### src/rtl/ir_queue.sv
// ============================================================================
// ir_queue : DEPTH-entry instruction buffer with MIPS field decode and flush
// Revision : 1.0
// ============================================================================
`default_nettype none

module ir_queue #(
  parameter int WIDTH = 32,
  parameter int DEPTH = 4,
  parameter int CW    = $clog2(DEPTH) + 1
) (
  input  logic             clk,
  input  logic             rst_n,
  input  logic             in_valid,
  output logic             in_ready,
  input  logic [WIDTH-1:0] in_data,
  input  logic             flush,
  output logic             out_valid,
  input  logic             out_ready,
  output logic [WIDTH-1:0] instr,
  output logic [5:0]       opcode,
  output logic [4:0]       rs,
  output logic [4:0]       rt,
  output logic [4:0]       rd,
  output logic [4:0]       shamt,
  output logic [5:0]       funct,
  output logic [15:0]      imm16,
  output logic [25:0]      imm26,
  output logic [CW-1:0]    count
);

  localparam int AW = $clog2(DEPTH);
  localparam logic [CW-1:0] C_FULL = CW'(DEPTH);

  logic [WIDTH-1:0] mem_q [DEPTH];
  logic [AW-1:0]    wr_ptr_q, wr_ptr_d;
  logic [AW-1:0]    rd_ptr_q, rd_ptr_d;
  logic [CW-1:0]    count_q, count_d;
  logic             w_push, w_pop;

  // Handshake readiness depends on registered occupancy only.
  assign in_ready  = (count_q != C_FULL);
  assign out_valid = (count_q != '0);
  assign w_push    = in_valid & in_ready;
  assign w_pop     = out_valid & out_ready;

  always_comb begin
    wr_ptr_d = wr_ptr_q;
    rd_ptr_d = rd_ptr_q;
    count_d  = count_q;
    if (flush) begin
      wr_ptr_d = '0;
      rd_ptr_d = '0;
      count_d  = '0;
    end else begin
      if (w_push) wr_ptr_d = wr_ptr_q + AW'(1);
      if (w_pop)  rd_ptr_d = rd_ptr_q + AW'(1);
      count_d = count_q + CW'(w_push) - CW'(w_pop);
    end
  end

  always_ff @(posedge clk) begin
    if (!rst_n) begin
      wr_ptr_q <= '0;
      rd_ptr_q <= '0;
      count_q  <= '0;
    end else begin
      wr_ptr_q <= wr_ptr_d;
      rd_ptr_q <= rd_ptr_d;
      count_q  <= count_d;
    end
  end

  // Storage is not reset; an empty queue masks it on the output.
  always_ff @(posedge clk) begin
    if (rst_n && !flush && w_push) begin
      mem_q[wr_ptr_q] <= in_data;
    end
  end

  assign instr  = out_valid ? mem_q[rd_ptr_q] : '0;
  assign opcode = instr[31:26];
  assign rs     = instr[25:21];
  assign rt     = instr[20:16];
  assign rd     = instr[15:11];
  assign shamt  = instr[10:6];
  assign funct  = instr[5:0];
  assign imm16  = instr[15:0];
  assign imm26  = instr[25:0];
  assign count  = count_q;

endmodule

`default_nettype wire

### config.mk
export PLATFORM = sky130hd
export DESIGN_NAME = ir_queue
export DESIGN_NICKNAME = d
export VERILOG_FILES = /design/src/rtl/ir_queue.sv
export SDC_FILE = /design/constraint.sdc
export NUM_CORES = 1
export LEC_CHECK = 0
export ABC_AREA = 1
export CAP_MARGIN = 20
export CORE_MARGIN = 4
export CORE_UTILIZATION = 51
export DETAILED_ROUTE_END_ITERATION = 10
export PLACE_DENSITY = 0.84
export RECOVER_POWER = 50
export SLEW_MARGIN = 40
export SYNTH_ARGS = -nofsm -noshare
export SYNTH_HDL_FRONTEND = slang
export SYNTH_SLANG_ARGS = --single-unit
### constraint.sdc
create_clock -name clk -period 3.9 [get_ports clk]
set_input_delay 0.78 -clock clk [delete_from_list [all_inputs] [get_ports clk]]
set_output_delay 0.78 -clock clk [all_outputs]
set_load 0.1 [all_outputs]
## Word-level counts from Yosys, hierarchy flattened

Memories as Yosys holds them, arrays and structs flattened. A register that Yosys moved wholly into a read port is not among the register bits.
Cells that the tools add are included.

| cells by class | value |
|---|---|
| add/sub/neg operators | 4 |
| multipliers | 0 |
| divide/modulo/power cells | 0 |
| magnitude comparators | 0 |
| eq/ne operators | 1 |
| shift operators | 0 |
| mux-type cells | 5 |
| bitwise operators | 3 |
| reductions and logical operators | 5 |

Operators with widths:

| cell | number |
|---|---|
| 32-bit 2-to-1 mux | 1 |
| 2-bit by 1-bit adder with 2-bit output, second input constant | 2 |
| 2-bit 2-to-1 mux | 2 |
| 3-bit by 1-bit adder with 3-bit output | 1 |
| 3-bit inequality test, second input constant | 1 |
| 3-bit nonzero test | 1 |
| 3-bit by 1-bit subtractor with 3-bit output | 1 |
| 1-bit bitwise AND | 2 |
| 1-bit logical AND | 2 |
| 1-bit 2-to-1 mux | 2 |
| 2-bit OR reduction | 1 |
| 1-bit zero test | 1 |
| 1-bit inverter | 1 |

| word-level totals | value |
|---|---|
| register bits after elaboration | 7 |
| latch bits | 0 |
| RAM bits | 128 |
| bits in read-only memories | 0 |
| bits of input ports | 37 |
| logic and storage cells | 22 |
| memories kept | 1 |

Memory list:

| memory | words | bits a word | read ports | clocked after memory_dff | write ports | line | text |
|---|---|---|---|---|---|---|---|
| mem_q | 4 | 32 | 1 | 1 | 1 | 35 | `logic [WIDTH-1:0] mem_q [DEPTH];` |

## Depth between registers and ports, before layout

| depth | value |
|---|---|
| word-level depth | 5 |
| gate-level depth with buffers | 12 |
| gate-level depth less buffers | 11 |

## Worst setup path after synthesis

Ideal clock, no wire load.

| timing | value |
|---|---|
| kind | reg2out |
| from | register count_q[2] (netlist: count[2]) |
| to | output imm16[2] |
| arrival time | 3973 ps |
| data required time | 3120 ps |
| slack | -853 ps |
| cell stages (with the launch flop) | 7 |
| path buffers | 2 |
| path through | dfxtp_1 -> inv_1 -> nand2_2 -> inv_4 -> buf_6 -> a21oi_1 -> buf_4 |

| on the way | value |
|---|---|
| word-level cells in the longest chain between the ends | 2 |

Ends and longest elaborated chain:

| what | line | text |
|---|---|---|
| from (decl) | 38 | `logic [CW-1:0] count_q, count_d;` |
| from (signal assigned) | 70 | `count_q <= count_d;` |
| 3-bit nonzero test | 43 | `assign out_valid = (count_q != '0);` |
| via out_valid | 18 | `output logic out_valid,` |
| 32-bit 2-to-1 mux | 81 | `assign instr = out_valid ? mem_q[rd_ptr_q] : '0;` |
| to (decl) | 27 | `output logic [15:0] imm16,` |

The timed path passes the listed nets, and every way through them passes these cells.

## Worst setup path in the final report

| timing | value |
|---|---|
| from | input rst_n |
| to | memory mem_q[0][18], enable pin |

| on the way | value |
|---|---|
| word-level cells in the longest chain between the ends | 4 |

Ends and longest elaborated chain:

| what | line | text |
|---|---|---|
| from (decl) | 13 | `input logic rst_n,` |
| 1-bit logical AND (2 in series) | 76 | `if (rst_n && !flush && w_push) begin` |
| 1-bit 2-to-1 mux | 76 |  |
| 1-bit 2-to-1 mux (not written as such) | 77 | `mem_q[wr_ptr_q] <= in_data;` |
| to (decl) | 35 |  |

Every way passes these cells.

==> flow_summary.ini <==
[die]
die_h_um = 122
core_um2 = 12700
dieWidth_um = 122
io_pins = 148
dieArea_um2 = 14800
initial_utilization = 0.521
rows = 41

[sta]
hold_viol_final = 0
max_slew_margin = 0.0916
slew_violations = 0
max_clock_freq_ghz = 0.294
period_minus_slack_ns = 3.40
rsz0062_at_grt = false
setup_tns_ns = 0
clock_skew_ns = 0.0115
tightest_slew_ns = 1.36
post-route-period-util = 0.873
setup_viol = 0
whs_ns = 0.491

[critical_path]
end_kind = flop
critPathBufInv = 3
cp_max_fo = 17
crit_slowest_cell = nor2_1
crit_family = simple AND/OR/NAND/NOR gates
required_ns = 3.99
cp_cell_sequence = dlygate4sd3_1 -> inv_1 -> nor2_1 -> nand3_1 -> nor2_1 -> buf_4
cp_common_cell = nor2_1
critical-path-max-stage-delay_ns = 1.09
critical_path_class = in -> reg
start_kind = primary input
critPathArrivalTime_ns = 3.50

[drt]
drc_errors = 0
dr_total_vias = 4471
wirelength_um = 13900
routedWlPerCell_um = 15.2
drt-pass1-iter-count = 5
drtIter0Drc = 280
ant_nets = 0
viasPerCell = 4.90

[global_routing]
grt_usage = 0.194
grt_pass1_wl_um = 22100
grt_remaining_overflow = 0
grt_pass1_vias = 4621
grt_max_degree = 45
antenna_found_initial = 0

[synth]
yosysUniqueCellTypes = 19
syn_area_um2 = 6600
synth_fp_nets = 693
syn-instance-count = 649
synthArstFlopShare = 0
synth.most_common_cell = inv_1
synth-warning-count = 0
synth_common_cells = inv_1 (144), nand2_1 (139), edfxtp_1 (128), buf_4 (76), nand3_1 (68)
synth_top_area_frac = 0.582
yosys_most_used_dff = edfxtp_1
ys_seq_area_frac = 0.610
avgSynthCellArea_um2 = 10.2
ys_ff_latch = 137
synth.top_cells.by_area = edfxtp_1 (58%), buf_4 (8.6%), inv_1 (8.2%)
netlist.top_cell.by_area = edfxtp_1
synth_edf_count = 128

[cts]
cts_made_buffers = 17
cts_num_sinks = 137
htree_levels = 4
cts.repair.resized = 0
cts-root-buf = clkbuf_16
cts_max_path_buffers = 2
worstSkewPairLatency_ns = 0.42
clkSlewWorstSetupHoldPaths_ns = 0.06
holdBufCountCts = 0
cts_tree = done
cts_setup_buffers = 0

[place]
portBuffers = 147
dpl.hpwl_um = 9130
dpl_cell_area_um2 = 7720
place_inst = 880
place_congestion = 0.777

[power]
p_leak_nw = 3.60
vdd_ir_drop_max_mv = 0.401
power_density_nw_per_um2 = 521

[finish]
drive_above_1_share = 0.246
design_area_um2 = 8220
antenna_cells = 0
utilization = 0.649
nNetsFinal = 771
area_growth_pct = 24.5
fin_cells = 912

[outcome]
outcome = completed

[worst_hold_path]
hp-class = reg -> reg

[flow_run]
max-cap-violations = 0
## report_power, final
part	leakage [nW]	internal (mW)	switching (mW)
Combinational	2.12	0.224	1.00
Sequential	1.23	1.63	0.0100
Clock	0.250	0.811	0.608
Total	3.60	2.66	1.62
## sequential cells by signal (all words and copies together), names as in the netlist, named ones only
signal and cells:
count 3, mem_q 128, rd_ptr_q 2, wr_ptr_q 2
## worst register-to-register path, delay by kind of cell (launching register included)
| family | cells | cell delay [ns] |
|---|---|---|
| buffers and inverters | 1 | 0.44 |
| and+or+nand+nor | 4 | 1.68 |
| DFF | 1 | 0.44 |
## layer usage
layer | part of all wire | GRT usage | routed length, um | up-vias
li1 | - | - | - | 2121
met1 | 0.37 | 0.218 | 5190 | 2143
met2 | 0.53 | 0.350 | 7380 | 174
met3 | 0.068 | 0.0464 | 938 | 33
met4 | 0.025 | 0.0854 | 353 | 0
met5 | 0 | 0 | 0 | -
## final cells by class
type                       instances  area (um^2)
timing repair buffer             156         1340
fill                             893         4450
tap                              172          215
multi-input combinational        268         1560
clock inverter                    14          101
inverter                         147          554
sequential                       137         4030
clock buffer                      18          429
## cell usage in the layout (no fill, tap or decap), types with 2 or more instances in the layout
cell,netlist,routed
dlygate4sd3_1,0,33
clkbuf_16,0,17
inv_6,0,2
clkinv_2,0,3
a21oi_1,29,6
dfxtp_1,9,7
nand3_1,68,68
clkinv_4,0,4
ha_1,6,6
inv_2,2,2
dfxtp_2,0,2
clkdlybuf4s50_1,0,3
edfxtp_1,128,128
clkbuf_1,0,6
buf_4,76,106
inv_1,144,144
nor2_4,0,2
buf_12,0,8
clkinvlp_4,0,4
nor2_1,14,13
a21oi_4,0,29
nand2_1,139,140
## worst paths after layout
| path | startpoint | to | slack [ns] | depth (start not counted) |
|---|---|---|---|---|
| worst min-delay path | rd_ptr_q[0] | rd_ptr_q[0] | 0.49 | 2 |
| worst min register to register | rd_ptr_q[0] | rd_ptr_q[0] | 0.49 | 2 |
| worst max register to register | count[1] | mem_q[0][18] | 1.02 | 5 |
| worst max-delay path | rst_n | mem_q[0][18] | 0.50 | 6 |
## per-stage QoR
stage / setup WS (ns) / power (mW)
CTS: 0.517 / 4.32
finish: 0.495 / 4.28
detailed placement: 0.639 / 2.91
global route: 0.208 / 4.40
global placement: 0.726 / 2.90
floorplan: -0.722 / 2.75
## cell families (layout without fill, tap and decap cells)
family,after synthesis,after routing,share of synthesized area
adder cells (fa/ha/maj),7,7,0.0144
flip-flops,137,137,0.610
AO/OA/AOI/OAI,38,38,0.0332
AND/OR/NAND/NOR,223,223,0.140
buffers and inverters,244,335,0.202
Note: power is estimated with default switching activity, not from simulation.
